**src/rtl/lsu_pkg.sv**
```systemverilog
// Shared definitions for the load/store unit: widths, RV32I access-size
// encodings, FSM state encoding and the alignment rule.
package lsu_pkg;

    localparam int XLEN = 32;

    localparam logic [2:0] F3_B  = 3'b000;
    localparam logic [2:0] F3_H  = 3'b001;
    localparam logic [2:0] F3_W  = 3'b010;
    localparam logic [2:0] F3_BU = 3'b100;
    localparam logic [2:0] F3_HU = 3'b101;

    typedef enum logic [1:0] {
        ST_IDLE = 2'b00,
        ST_REQ  = 2'b01,
        ST_WAIT = 2'b10,
        ST_DONE = 2'b11
    } lsu_state_e;

    // Byte accesses are always aligned; halfwords need bit 0 clear,
    // words need both low bits clear.
    function automatic logic addr_aligned(input logic [2:0] f3, input logic [1:0] lo);
        logic ok;
        case (f3)
            F3_H, F3_HU: ok = (lo[0] == 1'b0);
            F3_W:        ok = (lo == 2'b00);
            default:     ok = 1'b1;
        endcase
        return ok;
    endfunction

endpackage

```
**src/rtl/lsu_load_extract.sv**
```systemverilog
// Picks the addressed byte/halfword out of a read word and sign- or
// zero-extends it to XLEN bits.
module lsu_load_extract
    import lsu_pkg::*;
(
    input  logic [XLEN-1:0] rdata_i,
    input  logic [1:0]      addr_lo_i,
    input  logic [2:0]      funct3_i,
    output logic [XLEN-1:0] value_o
);

    logic [XLEN-1:0] shifted;
    logic [15:0]     half;

    // Lane select followed by extension according to the access type.
    always_comb begin
        shifted = rdata_i >> {addr_lo_i, 3'b000};
        half    = addr_lo_i[1] ? rdata_i[31:16] : rdata_i[15:0];
        case (funct3_i)
            F3_B:    value_o = {{24{shifted[7]}}, shifted[7:0]};
            F3_H:    value_o = {{16{half[15]}}, half};
            F3_BU:   value_o = {24'd0, shifted[7:0]};
            F3_HU:   value_o = {16'd0, half};
            default: value_o = rdata_i;
        endcase
    end

endmodule

```
**src/rtl/load_store_unit.sv**
```systemverilog
// Data-memory access stage: issues one valid/ready memory request per
// load/store, stalls the core until it completes and returns the extended
// load value to the write-back mux.
//
// state   | meaning
// IDLE    | no access in flight; a legal request stalls and is latched here
// REQ     | mem_req_valid asserted, request fields held until ready
// WAIT    | load accepted, waiting for mem_rsp_valid
// DONE    | stall released for one cycle so the core advances
module load_store_unit
    import lsu_pkg::*;
#(
    parameter int MEM_AW = 32
) (
    input  logic              clk,
    input  logic              reset,
    input  logic              req_load,
    input  logic              req_store,
    input  logic [2:0]        funct3,
    input  logic [31:0]       addr,
    input  logic [31:0]       store_data,
    output logic [31:0]       D_in,
    output logic              stall,
    output logic              lsu_fault,
    output logic              mem_req_valid,
    input  logic              mem_req_ready,
    output logic              mem_we,
    output logic [MEM_AW-1:0] mem_addr,
    output logic [31:0]       mem_wdata,
    output logic [3:0]        mem_wstrb,
    input  logic              mem_rsp_valid,
    input  logic [31:0]       mem_rdata
);

    lsu_state_e        state_q, state_d;
    logic [MEM_AW-1:0] mem_addr_q;
    logic [31:0]       mem_wdata_q;
    logic [3:0]        mem_wstrb_q;
    logic              mem_we_q;
    logic [1:0]        addr_lo_q;
    logic [2:0]        funct3_q;
    logic [31:0]       d_in_q;

    logic              is_req;
    logic              f3_legal;
    logic              req_ok;
    logic              accept;
    logic              load_done;
    logic [31:0]       wdata_fmt;
    logic [3:0]        wstrb_fmt;
    logic [31:0]       load_value;

    // Request decode: a store wins when both request lines are high.
    always_comb begin
        is_req = req_load | req_store;
        if (req_store) begin
            f3_legal = (funct3 == F3_B) || (funct3 == F3_H) || (funct3 == F3_W);
        end else begin
            f3_legal = (funct3 == F3_B) || (funct3 == F3_H) || (funct3 == F3_W) ||
                       (funct3 == F3_BU) || (funct3 == F3_HU);
        end
        req_ok = is_req & f3_legal & addr_aligned(funct3, addr[1:0]);
    end

    // Store lane formatting; reads carry no byte enables.
    always_comb begin
        wdata_fmt = 32'd0;
        wstrb_fmt = 4'd0;
        if (req_store) begin
            case (funct3)
                F3_B: begin
                    wdata_fmt = {4{store_data[7:0]}};
                    wstrb_fmt = 4'b0001 << addr[1:0];
                end
                F3_H: begin
                    wdata_fmt = {2{store_data[15:0]}};
                    wstrb_fmt = 4'b0011 << {addr[1], 1'b0};
                end
                default: begin
                    wdata_fmt = store_data;
                    wstrb_fmt = 4'b1111;
                end
            endcase
        end
    end

    // Next-state and handshake/stall outputs.
    always_comb begin
        state_d       = state_q;
        stall         = 1'b0;
        lsu_fault     = 1'b0;
        mem_req_valid = 1'b0;
        accept        = 1'b0;
        load_done     = 1'b0;
        case (state_q)
            ST_IDLE: begin
                if (is_req) begin
                    if (req_ok) begin
                        stall   = 1'b1;
                        accept  = 1'b1;
                        state_d = ST_REQ;
                    end else begin
                        lsu_fault = 1'b1;
                    end
                end
            end
            ST_REQ: begin
                stall         = 1'b1;
                mem_req_valid = 1'b1;
                if (mem_req_ready) begin
                    state_d = mem_we_q ? ST_DONE : ST_WAIT;
                end
            end
            ST_WAIT: begin
                stall = 1'b1;
                if (mem_rsp_valid) begin
                    load_done = 1'b1;
                    state_d   = ST_DONE;
                end
            end
            default: begin
                state_d = ST_IDLE;
            end
        endcase
    end

    // State register.
    always_ff @(posedge clk) begin
        if (reset) begin
            state_q <= ST_IDLE;
        end else begin
            state_q <= state_d;
        end
    end

    // Request fields latched on acceptance; load result captured on response.
    always_ff @(posedge clk) begin
        if (reset) begin
            mem_addr_q  <= '0;
            mem_wdata_q <= 32'd0;
            mem_wstrb_q <= 4'd0;
            mem_we_q    <= 1'b0;
            addr_lo_q   <= 2'd0;
            funct3_q    <= 3'd0;
            d_in_q      <= 32'd0;
        end else begin
            if (accept) begin
                mem_addr_q  <= MEM_AW'({addr[31:2], 2'b00});
                mem_wdata_q <= wdata_fmt;
                mem_wstrb_q <= wstrb_fmt;
                mem_we_q    <= req_store;
                addr_lo_q   <= addr[1:0];
                funct3_q    <= funct3;
            end
            if (load_done) begin
                d_in_q <= load_value;
            end
        end
    end

    lsu_load_extract u_extract (
        .rdata_i   (mem_rdata),
        .addr_lo_i (addr_lo_q),
        .funct3_i  (funct3_q),
        .value_o   (load_value)
    );

    assign mem_addr  = mem_addr_q;
    assign mem_wdata = mem_wdata_q;
    assign mem_wstrb = mem_wstrb_q;
    assign mem_we    = mem_we_q;
    assign D_in      = d_in_q;

endmodule

```
**config.mk**
```make
export PLATFORM = sky130hd
export DESIGN_NAME = load_store_unit
export DESIGN_NICKNAME = d
export VERILOG_FILES = /design/src/rtl/lsu_pkg.sv /design/src/rtl/lsu_load_extract.sv /design/src/rtl/load_store_unit.sv
export SDC_FILE = /design/constraint.sdc
export NUM_CORES = 1
export LEC_CHECK = 0
export BUFFER_PORTS_ARGS = -buffer_cell sky130_fd_sc_hd__clkbuf_2
export CORE_ASPECT_RATIO = 0.7
export CORE_MARGIN = 2
export CORE_UTILIZATION = 48
export DETAILED_ROUTE_END_ITERATION = 8
export GPL_TIMING_DRIVEN = 0
export HOLD_SLACK_MARGIN = 0.03
export PLACE_DENSITY = 0.81
export RECOVER_POWER = 25
export SYNTH_ARGS = -nofsm -noshare
export SYNTH_HDL_FRONTEND = slang
export SYNTH_SLANG_ARGS = --single-unit
export TNS_END_PERCENT = 20
```
**constraint.sdc**
```tcl
create_clock -name clk -period 1.9 [get_ports clk]
set_input_delay 0.19 -clock clk [delete_from_list [all_inputs] [get_ports clk]]
set_output_delay 0.19 -clock clk [all_outputs]
set_load 0.01 [all_outputs]
```
# Word level (Yosys, flattened, before mapping)
# Index checks and enable logic that the tools add are counted.
dict set report op_classes {
  n_shift 3
  n_reduce_logical 11
  bitwise 4
  eq_ne 13
  n_mux 24
}
# cell count
set op_table {}
lappend op_table {{32-bit one-hot mux with 4 select lines} 1}
lappend op_table {{32-bit one-hot mux with 2 select lines} 1}
lappend op_table {{32-bit 2-to-1 mux} 1}
lappend op_table {{32-bit by 5-bit >> shifter with 8-bit output} 1}
lappend op_table {{16-bit 2-to-1 mux} 1}
lappend op_table {{3-bit equality test, second input constant} 4}
lappend op_table {{1-bit 2-to-1 mux} 11}
lappend op_table {{2-bit 2-to-1 mux} 4}
lappend op_table {{2-bit != test, second input constant} 4}
lappend op_table {{4-bit one-hot mux with 2 select lines} 1}
lappend op_table {{3-bit by 1-bit equality test with 1-bit output, second input constant} 2}
lappend op_table {{3-bit zero test} 2}
lappend op_table {{2-bit one-hot mux with 3 select lines} 1}
lappend op_table {{2-bit zero test} 2}
lappend op_table {{1-bit logical OR} 4}
lappend op_table {{4-bit 2-to-1 mux} 1}
lappend op_table {{1-bit one-hot mux with 2 select lines} 2}
lappend op_table {{4-bit AND reduction} 1}
lappend op_table {{2-bit OR reduction} 2}
lappend op_table {{1-bit by 2-bit left shift with 4-bit output, first input constant} 1}
lappend op_table {{2-bit by 2-bit left shift with 4-bit output, first input constant} 1}
lappend op_table {{3-bit by 2-bit equality test with 1-bit output, second input constant} 1}
lappend op_table {{1-bit AND} 2}
lappend op_table {{2-bit by 1-bit equality test with 1-bit output, second input constant} 1}
lappend op_table {{other kinds (3)} 3}
dict set report totals {
  regBits 106
  output_inout_bits 104
  input_bits 105
}

# Logic depth before layout (Yosys ltp)
# Gate-level depths: netlist of the first run.
dict set report depth {
  depth_word 11
  mapped_depth 8
  depth_no_buf 6
}

# Cells and area by module
# A second synthesis of the first run with hierarchy kept.
dict set report hier_totals {
  hier_cells 646
  area_unflattened_um2 5023.6
}
# mod instances cells_each seq_area_each_um2 area_per_inst_um2
set by_module_without_submodules {}
lappend by_module_without_submodules {load_store_unit 1 528 2122.0 4224.1}
lappend by_module_without_submodules {lsu_load_extract 1 118 0.0 799.5}

# Least setup slack after synthesis of the first run
# OpenSTA, ideal clock, no wires.
dict set report synth_path {
  path_kind {flip-flop to flip-flop}
  from {reg addr_lo_q[1]}
  to {reg d_in_q[16], in the netlist D_in[16]}
  required_ps 1766
  stages_incl_launch_ff 6
  arrival_ps 1525
  path_slack_ps 241
  n_path_buf 1
  period_less_slack_ps 1659
  path_cell_list {dfxtp_1 -> mux4_2 -> nor2b_4 -> o31ai_4 -> buf_6 -> a211oi_1}
}
dict set report synth_between {
  elab_chain_cells 2
}
# item line_no
set synth_lines {}
lappend synth_lines {{from (decl)} load_store_unit.sv:40} ;# logic [1:0] addr_lo_q;
lappend synth_lines {{from (signal assigned)} load_store_unit.sv:152} ;# addr_lo_q <= addr[1:0];
lappend synth_lines {{32-bit by 5-bit >> shifter with 8-bit output / 16-bit 2-to-1 mux (equally long branches)} {lsu_load_extract.sv:17, lsu_load_extract.sv:18}}
lappend synth_lines {{32-bit one-hot mux with 4 select lines (*)} lsu_load_extract.sv:19} ;# case (funct3_i)
lappend synth_lines {{to (signal assigned)} load_store_unit.sv:156} ;# d_in_q <= load_value;
lappend synth_lines {{to (decl)} load_store_unit.sv:42} ;# logic [31:0] d_in_q;
# Every way passes the cells marked *; elsewhere a longest branch is shown, timed or not.
# A chain may end at the register's enable or synchronous reset.

# Worst setup path after layout of the first run
dict set report layout_path {
  from {reg state_q[0]}
  to {out lsu_fault}
}
dict set report layout_between {
  elab_chain_cells 2
}
# item line_no
set layout_lines {}
lappend layout_lines {{from (decl)} load_store_unit.sv:35} ;# lsu_state_e state_q, state_d;
lappend layout_lines {{from (signal assigned)} load_store_unit.sv:132} ;# state_q <= state_d;
lappend layout_lines {{2-bit zero test} load_store_unit.sv:95} ;# case (state_q)
lappend layout_lines {{1-bit 2-to-1 mux} load_store_unit.sv:95}
lappend layout_lines {{to (decl)} load_store_unit.sv:24} ;# output logic lsu_fault,
# No other way between the ends.

==> reports/results.ini, run 1 <==
[yosys]
synth_fa_ha_area_frac=0.0105
synth_edf_count=0
synth-simple-area-share=0.210
synthTopCellsByArea=dfxtp_1 44%, nand2_1 10%, a21oi_1 7.6%
ys_seq_elements=106
avgSynthCellArea_um2=8.17
ys_seq_area_frac=0.445
synth.most_common_cell=nand2_1
async_flop_share=0
synth_top_cell_by_area=dfxtp_1
synth_commonest_cells=127 x nand2_1, 106 x dfxtp_1, 72 x a21oi_1
synth_compound_area_frac=0.221
synthXorXnorAreaFrac=0
synth_top_cell_area_share=0.445
synth.area.mux_share=0.0572
synthDistinctLibCells=41
synthFlopType=dfxtp_1
synth_top_family_by_area=compound AO/OA/AOI/OAI gates
syn-instance-count=584
ys_warn_count=0
netlist_area_um2=4770

[final_layout]
areaGrowthSynthToFinish_pct=31.8
fin_nets=912
fin_cells=936
antenna_cells=0
final_util=0.649
final_design_area_no_fill_um2=6290
drive_gt1_frac=0.266

[sta]
slew_headroom=0.615
whs_ns=0.0586
clock_skew_ns=0.00850
hold_violations=0
fin_tns_setup_ns=0
post-route-min-period_ns=1.81
rsz0062_at_grt=no
setup_violations=0
fin_crit_sh=0.952
slew_violations=0
fmax_mhz=553
worst_pin_slew_ns=0.577

[setup_path]
cp-start-kind=flop
path_class=reg -> out
cp_max_fo=5
crit_required_ns=1.71
cp_data_arrival_time_ns=1.62
rr_endpoint=D_in[13]
r2r_slack_ns=0.11
reg2regPathDepth=6
end_kind=output pin
reg2reg_from=state_q[0]

[placed_design]
dp_hpwl_um=12100
dpl.cell_count=918
io_buffers=205
place_area_um2=5960
finalWeightedCongestion=0.938

[grt]
grt_antenna_before_repair=0
grt_pass1_wl_um=24200
gr-total-overflow=0
grt_use_total=0.286
grt_pass1_vias=4960
grt_start_max_net_pins=18

[drt]
drtAntennaViolNets=0
drc=0
wl_per_cell_um=16.7
avgViaCountPerCell=5.53
dr.first_iter.drc_count=449
via_count=5176
drt-pass1-iter-count=4
wirelength_um=15600

[die]
die_w_um=123
num_io_pins=209
dieHeight_um=87.4
dieArea_um2=10800
fp-row-count=30
core-area_um2=9680
initial_core_util=0.493

[clocking]
cts_inserted_buffers=9
root_buffer=clkbuf_16
clock-sinks=106
clkTransAtPathRegs_ns=0.08
ctsHoldBuffers=0
clock_latency_ns=0.34
clock_path_buffers=2
htree_levels=3
cts_tree=built

[power]
power_leakage_nw=2.49
powerDensity_nw_per_um2=1000
ir_drop_uv=672

[min_path]
hp-class=in -> reg
holdPathStages=3
worst_hold_startpoint=addr[29]
worstHoldEndpoint=mem_addr[29]

[run_status]
status=finished, final reports clean

[job]
maxCapViolCount=0

==> worst max-delay path by stage <==
stage                       from  slack, ns   endpoint
floorplan           addr_lo_q[1]       0.24   D_in[16]
global placement      state_q[0]      -0.14   D_in[13]
detailed placement    state_q[0]      -0.18   D_in[13]
CTS                 addr_lo_q[1]       0.03   D_in[31]
global route          state_q[0]      0.002   D_in[14]
finish                state_q[0]       0.09  lsu_fault
==> logic make-up after synthesis <==
family / count (synthesis)
DFF: 106
muxes: 25
adders and majority gates: 4
and+or+nand+nor: 216
AOI/OAI and AO/OA: 171
other: 1
buffers and inverters: 61
==> power breakdown <==
part           leakage [nW]  switching, mW  internal (mW)
combinational          1.49           1.11          0.692
sequential            0.860          0.153           2.47
clock                 0.143          0.849           1.03
total                  2.49           2.11           4.19
==> timing repair <==
action                                  in CTS  in global routing
setup buffers                                1                  2
pin swaps                                    0                  1
endpoints found under the setup margin      20                 20
cloned                                       0                  0
resized for setup                           12                  8
==> metal layers <==
layer / global-route usage / vias to the layer above / part of all wire
met4: 0.0878 / 0 / 0.016
li1: - / 2481 / -
met1: 0.394 / 2403 / 0.45
met5: 0 / - / 0
met3: 0.0759 / 30 / 0.088
met2: 0.440 / 262 / 0.44
==> through the flow <==
step	setup slack, ns	total power [mW]
final	0.0918	6.30
after global routing	0.00200	6.61
after CTS	0.0258	6.31
after detailed placement	-0.178	4.38
after global placement	-0.136	4.32
after floorplan	0.241	3.67
==> sequential cells by signal (all words and copies together), names as in the netlist <==
name and cells:
mem_wstrb 4, mem_wdata 32, mem_we 1, D_in 32, addr_lo_q 2, state_q 2
funct3_q 3, mem_addr 30
==> critical path: stages, from the launching register on <==
cell and delay (ns):
dfxtp_1 0.34, inv_2 0.11, ha_4 0.17, inv_1 0.07, a41oi_2 0.27, and2_1 0.18
clkbuf_2 0.14
==> cell type report <==
type,count,area (um2)
buffer,50,236
clock buffer,10,229
clock inverter,6,65.1
fill,908,3400
inverter,10,37.5
multi-input combinational,418,2440
sequential,106,2120
tap,128,160
timing repair buffer,208,997
==> layout by cell type, fill, tap and decap left out, drive strengths merged, types with 18 or more instances in the layout <==
cell,netlist,final
clkbuf,35,248
nand2,127,127
dfxtp,106,106
a21oi,72,72
o21ai,47,47
nand3b,31,31
nor2,21,21
nand3,20,20
buf,16,20
a211oi,18,18
No activity file was read; power rests on OpenSTA's default activity.
==> run 2, diff against run 1 <==
- clock period: 1.9 -> 1.7 ns (I/O delays scaled with it)
==> run 2 against run 1 <==
  * Die area did not move
  * Global-route usage rose by 0.070 points
  * Design area rose by 0.66%
  * Core utilization rose by 0.43 points
  * Routed wire length rose by 1.3%
  * Total power rose by 14%
  * Count of clock-buffer cells in the layout did not move
  * Non-clock buffer count did not move
  * Cell count did not move
  * Combinational power rose by 18%
  * Largest power group unchanged
  * Worst hold slack got worse by 0.021 ns
  * Register-to-register slack got worse by 0.08 ns
==> reports/results.ini, run 2 (same netlist as run 1, synthesis figures left out) <==
[run_status]
status=finished, final reports clean

[final_layout]
mostFrequentLayoutCell=clkbuf_2
fin_nets=912
drive_gt1_frac=0.288
final_util=0.653
fill_cells=901
fin_cells=936
areaGrowthSynthToFinish_pct=32.7
layout_common_cells=166 x clkbuf_2, 126 x nand2_1, 103 x dfxtp_1
antenna_cells=0

[power]
seqPwrFrac=0.410
intPower_mw=4.76
switchingPower_mw=2.41
clkPwrFrac=0.294
power_leakage_nw=2.53
powerDensity_nw_per_um2=1130
ir_drop_uv=758
pwr-share-comb=0.295
switching_share=0.336

[clocking]
cts_inserted_buffers=9
clock-sinks=106
clock_latency_ns=0.35
cts_tree=built
ctsHoldBuffers=0
root_buffer=clkbuf_16
htree_levels=3
clock_path_buffers=2
clkTransAtPathRegs_ns=0.08

[grt]
grt_use_total=0.287
grt_start_max_net_pins=18
grt_pass1_wl_um=24300
grt_pass1_vias=4980
gr-total-overflow=0
grt_antenna_before_repair=0

[placed_design]
dpl.cell_count=918
finalWeightedCongestion=0.938
post-place-ws_ns=-0.378
dp_hpwl_um=12100
io_buffers=205

[drt]
wirelength_um=15900
drc=0
avgViaCountPerCell=5.58
wl_per_cell_um=16.9
via_count=5221
dr.first_iter.drc_count=411
drtAntennaViolNets=0
drt-pass1-iter-count=7
wl_met3_um=1600
drt-met1-wl_um=6960
top_layer=met4
route.met2.wl_um=7070

[setup_path]
crit_required_ns=1.53
path_class=reg -> out
end_kind=output pin
cp_max_fo=3
cp-start-kind=flop
cp_data_arrival_time_ns=1.53

[min_path]
hp-class=in -> reg

[sta]
worst_pin_slew_ns=0.580
fin_ws_ns=0.00436
clock_skew_ns=0.00942
hold_violations=0
post-route-min-period_ns=1.70
fin_crit_sh=0.997
fin_tns_setup_ns=0
rsz0062_at_grt=yes
slew_headroom=0.613
fmax_mhz=590
slew_violations=0
setup_violations=0

[die]
fp-row-count=30
core-area_um2=9680
dieHeight_um=87.4
initial_core_util=0.493
num_io_pins=209
dieArea_um2=10800
die_w_um=123

[job]
maxCapViolCount=0

## run 2: final timing paths
kind | depth (start not counted) | to | slack, ns | startpoint
max | 6 | stall | 0.004 | state_q[1]
min | 3 | mem_addr[29] | 0.04 | addr[29]
max reg2reg | 8 | mem_wdata[14] | 0.03 | state_q[1]
min reg2reg | 2 | mem_wdata[22] | 0.46 | mem_wdata[22]
## run 2: cell type report
| type | instances | area (um2) | share of cell area |
|---|---|---|---|
| Buffer | 48 | 251 | 0.0397 |
| Clock buffer | 10 | 229 | 0.0362 |
| Clock inverter | 6 | 65.1 | 0.0103 |
| Inverter | 10 | 37.5 | 0.00593 |
| Multi-Input combinational cell | 418 | 2450 | 0.388 |
| Sequential cell | 106 | 2130 | 0.336 |
| Tap cell | 128 | 160 | 0.0253 |
| Timing Repair Buffer | 210 | 1010 | 0.159 |
## run 2: stage by stage
stage,instance area [um2],power [mW],hold WS (ns)
after floorplan,4770,4.10,0.306
after global placement,5960,4.82,0.393
after detailed placement,5960,4.89,0.398
after CTS,6350,7.11,0.0329
after global routing,6330,7.49,0.0356
final,6330,7.16,0.0377
## run 2: what timing repair did
item | CTS | global route
setup endpoints to repair | 49 | 86
pin swaps | 1 | 3
setup buffers | 4 | 1
resized for setup | 24 | 22
## run 2: power by group through the flow
| stage | combinational (mW) | sequential [mW] | clock [mW] |
|---|---|---|---|
| floorplan | 1.04 | 3.07 | 0 |
| finish | 2.12 | 2.94 | 2.11 |
| global route | 2.31 | 2.97 | 2.21 |
| CTS | 2.05 | 2.93 | 2.12 |
| global placement | 1.86 | 2.97 | 0 |
| detailed placement | 1.91 | 2.98 | 0 |
## run 2: worst max-delay path: stages (launching register included)
cell and delay (ns):
dfxtp_2 0.34, inv_2 0.09, ha_4 0.17, o2111ai_4 0.15, clkbuf_8 0.18, a21oi_2 0.10
buf_2 0.15
## run 2: metal layers
metal	GRT usage	up-vias
met5	0	-
met4	0.0837	0
met3	0.0798	28
met2	0.447	271
met1	0.390	2444
li1	-	2478
